**src/rtl/instruction_fetch_stage_pkg.sv**
```systemverilog
// Shared definitions for the instruction fetch stage: word width, opcode
// constants, instruction field positions and the fetch FSM encoding.
package instruction_fetch_stage_pkg;

  localparam int unsigned INSTR_W = 32;

  localparam logic [5:0] OP_RTYPE = 6'b000000;
  localparam logic [5:0] OP_READ  = 6'b000001;

  localparam int unsigned OP_LSB    = 26;
  localparam int unsigned RS_LSB    = 21;
  localparam int unsigned RT_LSB    = 16;
  localparam int unsigned RD_LSB    = 11;
  localparam int unsigned SHAMT_LSB = 6;
  localparam int unsigned FUNCT_LSB = 0;

  localparam int unsigned OP_W    = 6;
  localparam int unsigned REG_W   = 5;
  localparam int unsigned SHAMT_W = 5;
  localparam int unsigned FUNCT_W = 6;

  typedef enum logic [1:0] {
    IDLE  = 2'd0,
    FETCH = 2'd1,
    SKID  = 2'd2
  } fetch_state_e;

endpackage

```
**src/rtl/if_id_buffer.sv**
```systemverilog
// IF/ID slot plus a one-entry skid register. Flush beats load, load beats
// skid capture, and a consumed slot refills from the skid when it holds a word.
module if_id_buffer
  import instruction_fetch_stage_pkg::*;
#(
  parameter int unsigned ADDR_W = 32
) (
  input  logic               clk,
  input  logic               rst,
  input  logic               flush_i,
  input  logic               load_i,
  input  logic               skid_load_i,
  input  logic               ready_i,
  input  logic [ADDR_W-1:0]  pc_i,
  input  logic [INSTR_W-1:0] data_i,
  output logic               valid_o,
  output logic [ADDR_W-1:0]  pc_o,
  output logic [INSTR_W-1:0] instr_o
);

  logic               valid_q, valid_d;
  logic [ADDR_W-1:0]  pc_q, pc_d;
  logic [INSTR_W-1:0] instr_q, instr_d;
  logic               skid_valid_q, skid_valid_d;
  logic [ADDR_W-1:0]  skid_pc_q, skid_pc_d;
  logic [INSTR_W-1:0] skid_instr_q, skid_instr_d;

  always_comb begin
    valid_d      = valid_q;
    pc_d         = pc_q;
    instr_d      = instr_q;
    skid_valid_d = skid_valid_q;
    skid_pc_d    = skid_pc_q;
    skid_instr_d = skid_instr_q;
    if (flush_i) begin
      valid_d      = 1'b0;
      skid_valid_d = 1'b0;
    end else if (load_i) begin
      valid_d = 1'b1;
      pc_d    = pc_i;
      instr_d = data_i;
    end else if (skid_load_i) begin
      skid_valid_d = 1'b1;
      skid_pc_d    = pc_i;
      skid_instr_d = data_i;
    end else if (valid_q && ready_i) begin
      // Slot consumed: refill from skid or go empty
      if (skid_valid_q) begin
        pc_d         = skid_pc_q;
        instr_d      = skid_instr_q;
        skid_valid_d = 1'b0;
      end else begin
        valid_d = 1'b0;
      end
    end
  end

  always_ff @(posedge clk or posedge rst) begin
    if (rst) begin
      valid_q      <= 1'b0;
      pc_q         <= '0;
      instr_q      <= '0;
      skid_valid_q <= 1'b0;
      skid_pc_q    <= '0;
      skid_instr_q <= '0;
    end else begin
      valid_q      <= valid_d;
      pc_q         <= pc_d;
      instr_q      <= instr_d;
      skid_valid_q <= skid_valid_d;
      skid_pc_q    <= skid_pc_d;
      skid_instr_q <= skid_instr_d;
    end
  end

  assign valid_o = valid_q;
  assign pc_o    = pc_q;
  assign instr_o = instr_q;

endmodule

```
**src/rtl/instruction_fetch_stage.sv**
```systemverilog
// Fetch stage: owns the PC and the single-outstanding imem req/ack handshake,
// feeds the IF/ID buffer and handles redirects, including late-ack dropping.
module instruction_fetch_stage
  import instruction_fetch_stage_pkg::*;
#(
  parameter int unsigned       ADDR_W   = 32,
  parameter logic [ADDR_W-1:0] RESET_PC = '0,
  parameter int unsigned       PC_STEP  = 4
) (
  input  logic               clk,
  input  logic               rst,
  input  logic               en,
  output logic               imem_req,
  output logic [ADDR_W-1:0]  imem_addr,
  input  logic               imem_ack,
  input  logic [INSTR_W-1:0] imem_data,
  input  logic               id_ready,
  input  logic               redirect,
  input  logic [ADDR_W-1:0]  redirect_pc,
  output logic               id_valid,
  output logic [ADDR_W-1:0]  id_pc,
  output logic [INSTR_W-1:0] id_instr,
  output logic [5:0]         op,
  output logic [4:0]         rs,
  output logic [4:0]         rt,
  output logic [4:0]         rd,
  output logic [4:0]         shamt,
  output logic [5:0]         funct
);

  fetch_state_e      state_q, state_d, resume;
  logic [ADDR_W-1:0] pc_q, pc_d, pc_inc;
  logic [ADDR_W-1:0] addr_q, addr_d;
  logic              req_q, req_d;
  logic              drop_q, drop_d;
  logic              ack, slot_free;
  logic              load, skid_load, flush;

  assign ack       = imem_ack & req_q;
  assign slot_free = ~id_valid | id_ready;
  assign pc_inc    = pc_q + ADDR_W'(PC_STEP);
  assign resume    = en ? FETCH : IDLE;

  // Next-state, PC and buffer control; redirect overrides everything
  always_comb begin
    state_d   = state_q;
    pc_d      = pc_q;
    drop_d    = drop_q;
    load      = 1'b0;
    skid_load = 1'b0;
    flush     = 1'b0;
    if (redirect) begin
      flush   = 1'b1;
      pc_d    = redirect_pc & ~ADDR_W'(3);
      drop_d  = req_q & ~imem_ack;
      state_d = drop_d ? FETCH : resume;
    end else if (drop_q) begin
      if (ack) begin
        drop_d  = 1'b0;
        state_d = resume;
      end
    end else begin
      case (state_q)
        IDLE: begin
          if (en) state_d = FETCH;
        end
        FETCH: begin
          if (ack) begin
            pc_d = pc_inc;
            if (slot_free) begin
              load    = 1'b1;
              state_d = resume;
            end else begin
              skid_load = 1'b1;
              state_d   = SKID;
            end
          end
        end
        SKID: begin
          if (id_ready) state_d = resume;
        end
        default: state_d = IDLE;
      endcase
    end
    req_d  = (state_d == FETCH);
    // A request being dropped keeps its original address until acked
    addr_d = drop_d ? addr_q : pc_d;
  end

  always_ff @(posedge clk or posedge rst) begin
    if (rst) begin
      state_q <= IDLE;
      pc_q    <= RESET_PC;
      addr_q  <= RESET_PC;
      req_q   <= 1'b0;
      drop_q  <= 1'b0;
    end else begin
      state_q <= state_d;
      pc_q    <= pc_d;
      addr_q  <= addr_d;
      req_q   <= req_d;
      drop_q  <= drop_d;
    end
  end

  if_id_buffer #(
    .ADDR_W (ADDR_W)
  ) u_buf (
    .clk         (clk),
    .rst         (rst),
    .flush_i     (flush),
    .load_i      (load),
    .skid_load_i (skid_load),
    .ready_i     (id_ready),
    .pc_i        (pc_q),
    .data_i      (imem_data),
    .valid_o     (id_valid),
    .pc_o        (id_pc),
    .instr_o     (id_instr)
  );

  assign imem_req  = req_q;
  assign imem_addr = addr_q;

  assign op    = id_instr[OP_LSB +: OP_W];
  assign rs    = id_instr[RS_LSB +: REG_W];
  assign rt    = id_instr[RT_LSB +: REG_W];
  assign rd    = id_instr[RD_LSB +: REG_W];
  assign shamt = id_instr[SHAMT_LSB +: SHAMT_W];
  assign funct = id_instr[FUNCT_LSB +: FUNCT_W];

endmodule

```
**config.mk**
```make
export PLATFORM = sky130hd
export DESIGN_NAME = instruction_fetch_stage
export DESIGN_NICKNAME = d
export VERILOG_FILES = /design/src/rtl/instruction_fetch_stage_pkg.sv /design/src/rtl/if_id_buffer.sv /design/src/rtl/instruction_fetch_stage.sv
export SDC_FILE = /design/constraint.sdc
export NUM_CORES = 1
export LEC_CHECK = 0
export CAP_MARGIN = 20
export CORE_ASPECT_RATIO = 1.5
export CORE_UTILIZATION = 40
export CTS_CLUSTER_DIAMETER = 100
export DETAILED_ROUTE_END_ITERATION = 10
export HOLD_SLACK_MARGIN = 0.05
export PLACE_DENSITY = 0.65
export SYNTH_ARGS = -nofsm -noshare
export SYNTH_HDL_FRONTEND = slang
export SYNTH_HIERARCHICAL = 1
export SYNTH_SLANG_ARGS = --single-unit
```
**constraint.sdc**
```tcl
create_clock -name clk -period 7.1 [get_ports clk]
set_clock_uncertainty 0.05 [all_clocks]
set_input_delay 1.42 -clock clk [delete_from_list [all_inputs] [get_ports clk]]
set_output_delay 1.42 -clock clk [all_outputs]
set_load 0.02 [all_outputs]
```
* After elaboration in Yosys (flattened, before gate mapping)
Index checks and enable logic that the tools add are counted.
** Cells by class
- $add $sub $neg :: 1
- Equal/unequal tests :: 7
- Multiplexer cells :: 45
- Bitwise gates (word level) :: 7
- Reduce and logical (&&, ||, !) cells :: 10
** Operators with widths (number)
- 32-bit two-way mux :: 12
- 32-bit by 3-bit adder with 32-bit output (second input constant) :: 1
- 1-bit two-way mux :: 25
- 2-bit two-way mux :: 7
- 2-bit one-hot mux with 3 select lines :: 1
- 3-bit AND reduction :: 2
- 3-bit nonzero test :: 2
- 2-bit by 1-bit equality test with 1-bit output (second input constant) :: 2
- 1-bit inverter :: 4
- 4-bit AND reduction :: 1
- 2-bit nonzero test :: 2
- 3-bit by 2-bit inequality test with 1-bit output (second input constant) :: 1
- 3-bit inequality test (second input constant) :: 1
- 1-bit AND :: 2
- 2-bit equality test (second input constant) :: 1
- 2-bit zero test :: 1
- 2-bit by 1-bit inequality test with 1-bit output (second input constant) :: 1
- 2-bit inequality test (second input constant) :: 1
- 2-bit AND reduction :: 1
- 1-bit logical AND :: 1
- 1-bit OR :: 1
** Word-level totals
- Register bits after elaboration :: 198
- Bits of input ports :: 70
- Output and inout bits :: 130
- Word-level logic and storage cells :: 81

* Depth between registers and ports, before layout
Gate-level depths: netlist of the first run.
- Word-level depth :: 10
- Mapped depth :: 11
- Gate-level depth less buffers :: 6

* Cells and area by module
Netlist of the first run, hierarchy kept.
** By module, submodules not included
- if_id_buffer :: times used 1, cells an instance 474, area an instance 5813.1 um2, seq. area each 3253.1 um2
- instruction_fetch_stage :: times used 1, cells an instance 355, area an instance 3627.2 um2, seq. area each 1701.6 um2

* Worst setup path after synthesis of the first run
No wires, ideal clock.
- Path kind :: input-to-reg
- Start :: input port redirect
- End :: register u_buf.skid_instr_q[27]
- Setup time :: 125 ps
- Arrival :: 3547 ps
- Required time :: 6925 ps
- Setup slack :: 3379 ps
- Stages :: 9
- Buffers on the path :: 5
- Cell sequence :: clkbuf_1 -> clkbuf_1 -> buf_1 -> clkbuf_1 -> nor4_1 -> nand2b_1 -> nor2_4 -> buf_4 -> mux2_2
** Between the ends
- Elaborated cells between the ends (all ways) :: 6
- Classes of those cells :: 3 x mux; 2 x bitwise; 1 x reduce/logical
** RTL lines
- start: declaration :: RTL line instruction_fetch_stage.sv:18 : input logic redirect,
- 1-bit two-way mux :: RTL line instruction_fetch_stage.sv:52 : if (redirect) begin
- named net skid_load :: RTL line instruction_fetch_stage.sv:37 : logic load, skid_load, flush;
- 3-bit AND reduction (no line)
- end signal: assignment :: RTL line if_id_buffer.sv:72 : skid_instr_q <= skid_instr_d;
- end: declaration :: RTL line if_id_buffer.sv:26 : logic [INSTR_W-1:0] skid_instr_q, skid_instr_d;
The timed path passes the listed nets, and every way through them passes these cells.
A chain may end at the register's enable or synchronous reset.

* Final worst setup path of the first run
- Start :: input port imem_ack
- End :: register u_buf.pc_q[0], in the netlist u_buf/pc_o[0]
** Between the ends
- Word-level cells in the longest chain between the ends :: 7
- Elaborated cells between the ends (all ways) :: 14
- Classes of those cells :: 1 x eq/ne; 9 x mux; 1 x bitwise; 3 x reduce/logical
** Ends and longest elaborated chain
- start: declaration :: RTL line instruction_fetch_stage.sv:15 : input logic imem_ack,
- 1-bit AND :: RTL line instruction_fetch_stage.sv:39 : assign ack = imem_ack & req_q;
- 1-bit two-way mux :: RTL line instruction_fetch_stage.sv:68 : if (ack) begin
- 1-bit two-way mux :: RTL line instruction_fetch_stage.sv:63 : case (state_q)
- 1-bit two-way mux :: RTL line instruction_fetch_stage.sv:57 : end else if (drop_q) begin
- 1-bit two-way mux :: RTL line instruction_fetch_stage.sv:52
- named net skid_load :: RTL line instruction_fetch_stage.sv:37
- 2-bit inequality test (no line)
- 4-bit AND reduction (no line)
- end signal: assignment :: RTL line if_id_buffer.sv:68 : pc_q <= pc_d;
- end: declaration :: RTL line if_id_buffer.sv:22 : logic [ADDR_W-1:0] pc_q, pc_d;
The timed path passes the listed nets, and every way through them passes these cells.

==> results of run 1 <==
[worst register-to-register path: cells and delay by family, from the launching register on]
family | cells | cell delay, ns
AND/OR/NAND/NOR | 3 | 1.33
buffers and inverters | 2 | 0.79
AO/OA/AOI/OAI | 2 | 0.51
flip-flops | 1 | 0.42
[state kept, by name (all words and copies together) (netlist names)]
| register | cells |
|---|---|
| drop_q | 1 |
| imem_addr | 32 |
| imem_req | 1 |
| pc_q | 32 |
| state_q | 2 |
| u_buf/instr_o | 32 |
| u_buf/pc_o | 32 |
| u_buf/skid_instr_q | 32 |
| u_buf/skid_pc_q | 32 |
| u_buf/skid_valid_q | 1 |
| u_buf/valid_o | 1 |
[kinds of logic after synthesis]
group | count (synthesis) | share of synthesized area
muxes | 95 | 0.114
AOI/OAI and AO/OA | 161 | 0.135
adders and majority gates | 1 | 0.00133
and+or+nand+nor | 246 | 0.142
xor gates and xnor gates | 23 | 0.0213
buffers and inverters | 105 | 0.0626
DFF | 198 | 0.525
[Yosys cell counts (12+ instances only)]
master	n	area [um2]
clkbuf_1	28	105
nand2b_1	39	244
o31a_1	36	315
o22a_1	35	307
a22oi_1	31	233
dfrtp_1	198	4950
buf_4	39	293
nor2_1	28	105
nand4_1	20	125
nand3_1	95	475
xnor2_1	19	166
a21oi_1	17	85.1
buf_2	16	80.1
nand2_1	22	82.6
mux2_2	88	991
inv_1	12	45.0
[metrics by stage]
step	cells	setup WS (ns)	cell area [um2]
2_1_floorplan	829	2.16	9440
3_3_place_gp	1263	2.47	11400
3_5_place_dp	1265	2.47	11400
4_1_cts	1297	2.92	12000
5_1_grt	1298	2.64	12000
6_report	1298	2.86	12000
[layout by cell type, fill, tap and decap left out, types with 19 or more instances in the layout]
master and instances:
xnor2_1 19, nand2b_1 39, dfrtp_1 198, nand4_1 20
o22a_1 35, clkdlybuf4s50_1 196, nand2_1 22, nand3_1 95
mux2_2 88, o31a_1 36, a22oi_1 31, nor2_1 27
[layout make-up]
type / instances / area, um2
fillers: 2058 / 11000
flip-flops and latches: 198 / 4950
multi-input cells: 526 / 3910
repair buffers: 215 / 2130
clock buffers: 17 / 425
well taps: 315 / 394
clock inverters: 15 / 161
inverters: 12 / 47.5
[power by group through the flow]
| stage | clock network (mW) | registers, mW | logic (mW) |
|---|---|---|---|
| after floorplan | 0 | 1.68 | 0.581 |
| after global routing | 1.05 | 1.53 | 1.35 |
| after global placement | 0 | 1.51 | 1.27 |
| after CTS | 1.00 | 1.50 | 1.29 |
| after detailed placement | 0 | 1.52 | 1.29 |
| final | 0.971 | 1.50 | 1.28 |
[routing by layer]
| layer | global-route usage | vias up | wire, um |
|---|---|---|---|
| li1 | - | 3297 | - |
| met1 | 0.249 | 3626 | 10200 |
| met2 | 0.348 | 203 | 12200 |
| met3 | 0.0382 | 36 | 1060 |
| met4 | 0.0865 | 0 | 641 |
| met5 | 0 | - | 0 |
[worst paths after layout]
path                       cells past startpoint                     end  slack [ns]
max in group asynchronous                      3       u_buf/instr_o[20]        4.11
max                                            8           u_buf/pc_o[0]        2.86
min in group asynchronous                      2           u_buf/pc_o[1]        1.53
max reg2reg                                    7           u_buf/pc_o[0]        3.89
min reg2reg                                    1  u_buf/skid_instr_q[23]        0.44
min                                            1  u_buf/skid_instr_q[23]        0.44
==> impl_metrics.yaml, run 1 <==
timing:
  fmax_mhz: 236
  tightestPinTransition_ns: 0.977
  setup_viol: 0
  tns_ns: 0
  whs_ns: 0.442
  min_period_over_period: 0.597
  relSlewSlack: 0.348
  report.final.slew_viol_count: 0
  rsz0062_at_grt: "no"
  fin_crit_ns: 4.24
  hold_viol_final: 0
cts:
  clock_latency_ns: 0.44
  clockBufferDepth: 2
  tritoncts: "yes"
  clk_pin_slew_worst_paths_ns: 0.07
  cts_hold_buf: 0
  clockRootBuffer: "clkbuf_16"
  cts_buffers: 17
  clock_sinks: 198
  cts_setup_buffers: 0
  cts_resized: 0
  htree_levels: 4
hold_path:
  min_from: "u_buf/skid_instr_q[23]"
  worstHoldPathType: "reg -> reg"
critical_path:
  r2r_start: "state_q[1]"
  critPathMaxStageDelay_ns: 0.57
  required_ns: 7.37
  path_cells: "clkdlybuf4s50_1, nand4b_1, nor4_1, nand4b_4, buf_4, a21oi_4, buf_16, o22a_1"
  crit_fanout: 44
  critPathArrivalTime_ns: 4.52
  cp-start-kind: "primary input"
  crit_buf_inv: 3
  crit_type: "in -> reg"
  end_kind: "flop"
  critPathSlowestCell: "nor4_1"
  cp-startpoint: "imem_ack"
  crit_family: "buffers and inverters"
yosys:
  ys_seq_area_frac: 0.525
  netlist_instances: 829
  synth-edff-count: 0
  syn_area_per_cell_um2: 11.4
  synth.distinct_cells: 53
  synth_nets: 900
  yosys_warnings: 6
  syn_area_mm2: 0.00944
  ys_seq_elements: 198
  synthArstFlopShare: 1.00
  synthFlopType: "dfrtp_1"
grt:
  grt_pass1_wl_um: 38100
  overflow: 0
  grt_pass1_vias: 7091
  grt_max_degree: 77
  antenna_found_initial: 0
  grt_usage: 0.204
floorplanning:
  initial_core_util: 0.409
  die_w_um: 127
  std_cell_rows: 68
  io_pins: 200
  coreArea_mm2: 0.0231
  die_h_um: 190
  die_area_mm2: 0.0242
layout:
  final_core_util: 0.521
  final_nets: 1041
  drive_above_1_share: 0.155
  n_antenna_cell: 0
  synthToLayoutAreaGrowth_pct: 27.3
placed_design:
  gp_congestion: 0.787
  post-dp-hpwl_um: 16100
  io_buffers: 197
power_and_ir_drop:
  switching_share: 0.336
  power_frac_comb: 0.341
  power.leakage_nw: 5.03
  vdd_ir_drop_max_v: 0.000173
  power_mw: 3.74
  pwr_density_cell_mw_per_mm2: 311
  power.net_switching_mw: 1.26
  seqPwrFrac: 0.400
  p_clk_frac: 0.259
  power.internal_mw: 2.48
outcome:
  status: "complete, no violations"
detailed_routing:
  drc: 0
  drt_iter0_drc: 383
  routed_via_density: 5.52
  drt_pass1_iterations: 5
  ant_nets: 0
  vias: 7162
  avgRoutedWirePerCell_um: 18.6
  finalWirelength_um: 24200
run:
  cap_violations: 0
Power figures use the tool's default switching activity.
==> inputs of run 2 (changes only) <==
PLACE_DENSITY = 0.68   (was 0.65)
clock period = 3.5 ns   (was 7.1 ns; I/O delays follow)
==> impl_metrics.yaml, run 2 (synthesis gave the netlist of run 1 again) <==
cts:
  clock_latency_ns: 0.44
  clk_pin_slew_worst_paths_ns: 0.07
  htree_levels: 4
  clockBufferDepth: 2
  tritoncts: "yes"
  clockRootBuffer: "clkbuf_16"
  clock_sinks: 198
  cts_hold_buf: 0
  cts_buffers: 17
  cts_resized: 0
  cts_setup_buffers: 0
critical_path:
  critPathSlowestCell: "nor4_1"
  critPathMaxStageDelay_ns: 0.62
  cp-start-kind: "primary input"
  required_ns: 3.77
  end_kind: "flop"
  crit_fanout: 23
  critPathArrivalTime_ns: 3.15
  path_cells: "clkdlybuf4s50_1, nand4b_1, nor4_1, nand2b_1, nor2_4, buf_12, mux2_2"
  r2r_slack_ns: 0.83
  crit_type: "in -> reg"
floorplanning:
  die_area_mm2: 0.0242
  io_pins: 200
  die_h_um: 190
  die_w_um: 127
  initial_core_util: 0.409
  std_cell_rows: 68
  coreArea_mm2: 0.0231
power_and_ir_drop:
  power.net_switching_mw: 2.54
  power_frac_comb: 0.346
  vdd_ir_drop_max_v: 0.000334
  p_clk_frac: 0.250
  pwr_density_cell_mw_per_mm2: 618
  seqPwrFrac: 0.403
  power.internal_mw: 4.97
  power_mw: 7.52
  power.leakage_nw: 5.08
  switching_share: 0.338
timing:
  min_period_over_period: 0.824
  report.final.slew_viol_count: 0
  tightestPinTransition_ns: 0.733
  fmax_mhz: 347
  rsz0062_at_grt: "no"
  relSlewSlack: 0.507
  fin_crit_ns: 2.88
  setup_viol: 0
  hold_viol_final: 0
  tns_ns: 0
detailed_routing:
  routed_via_density: 5.49
  ant_nets: 0
  drt_pass1_iterations: 5
  vias: 7179
  drc: 0
  drt_iter0_drc: 312
  avgRoutedWirePerCell_um: 18.3
  finalWirelength_um: 23900
placed_design:
  gp_congestion: 0.793
  place_area_mm2: 0.0116
  place_inst: 1274
  io_buffers: 197
  post-dp-hpwl_um: 16100
grt:
  grt_usage: 0.205
  overflow: 0
  antenna_found_initial: 0
  grt_pass1_vias: 7076
  grt_max_degree: 122
  grt_pass1_wl_um: 38600
layout:
  fillers: 2011
  final_cell_mix: "dfrtp_1, clkdlybuf4s50_1, nand3_1"
  stdcell_count: 1307
  mostFrequentLayoutCell: "dfrtp_1"
  n_antenna_cell: 0
  drive_above_1_share: 0.162
  post-route-cell-area_mm2: 0.0122
  synthToLayoutAreaGrowth_pct: 28.9
  final_nets: 1050
hold_path:
  worstHoldPathType: "reg -> reg"
run:
  cap_violations: 0
outcome:
  status: "complete, no violations"
-- run 2: cell count changes in the layout (fill, tap and decap cells not counted), moves of 2 or more --
cell,before,now
clkinv_4,4,6
clkinvlp_4,0,4
buf_4,16,18
inv_6,4,2
buf_12,0,8
-- run 2: stage by stage --
| stage | utilization | hold slack [ns] | setup WS, ns |
|---|---|---|---|
| after global placement | 0.502 | 0.417 | 0.283 |
| after CTS | 0.527 | 0.443 | 0.651 |
| after global routing | 0.528 | 0.474 | 0.507 |
| after floorplan | - | 0.408 | 0.499 |
| final | 0.528 | 0.443 | 0.618 |
| after detailed placement | 0.502 | 0.426 | 0.191 |
-- run 2: area by class of cell --
type,count,area [um2],area share
sequential,198,4950,0.407
multi-input combinational,526,3910,0.322
timing repair buffer,224,2300,0.189
clock buffer,17,425,0.0350
tap,315,394,0.0324
clock inverter,15,138,0.0113
inverter,12,48.8,0.00401
-- run 2: per-layer routing --
metal  wire (um)  track usage  share of wire  vias to the layer above
li1            -            -              -                     3317
met1       10100        0.261           0.42                     3625
met2       12300        0.348           0.51                      204
met3         948       0.0343          0.040                       33
met4         513       0.0742          0.021                        0
met5           0            0              0                        -
-- run 2: final timing paths --
check,cells past startpoint,to,from
worst max-delay path,7,u_buf/skid_instr_q[5],imem_ack
worst min-delay path,1,u_buf/skid_instr_q[26],u_buf/skid_instr_q[26]
worst max register to register,5,imem_addr[15],drop_q
worst min register to register,1,u_buf/skid_instr_q[26],u_buf/skid_instr_q[26]
max in group asynchronous,3,u_buf/skid_instr_q[4],rst
min in group asynchronous,3,pc_q[1],rst
-- run 2: worst max-delay path, delay by kind of cell --
family / cells / cell delay [ns]
AND/OR/NAND/NOR: 4 / 1.33
multiplexers: 1 / 0.35
buffers and inverters: 2 / 0.76
-- run 2: power by group through the flow --
stage / logic (mW) / registers, mW / clock network [mW]
after floorplan: 1.18 / 3.42 / 0
after global placement: 2.59 / 3.07 / 0
after detailed placement: 2.62 / 3.08 / 0
after CTS: 2.63 / 3.04 / 1.95
after global routing: 2.77 / 3.10 / 2.03
final: 2.60 / 3.03 / 1.88
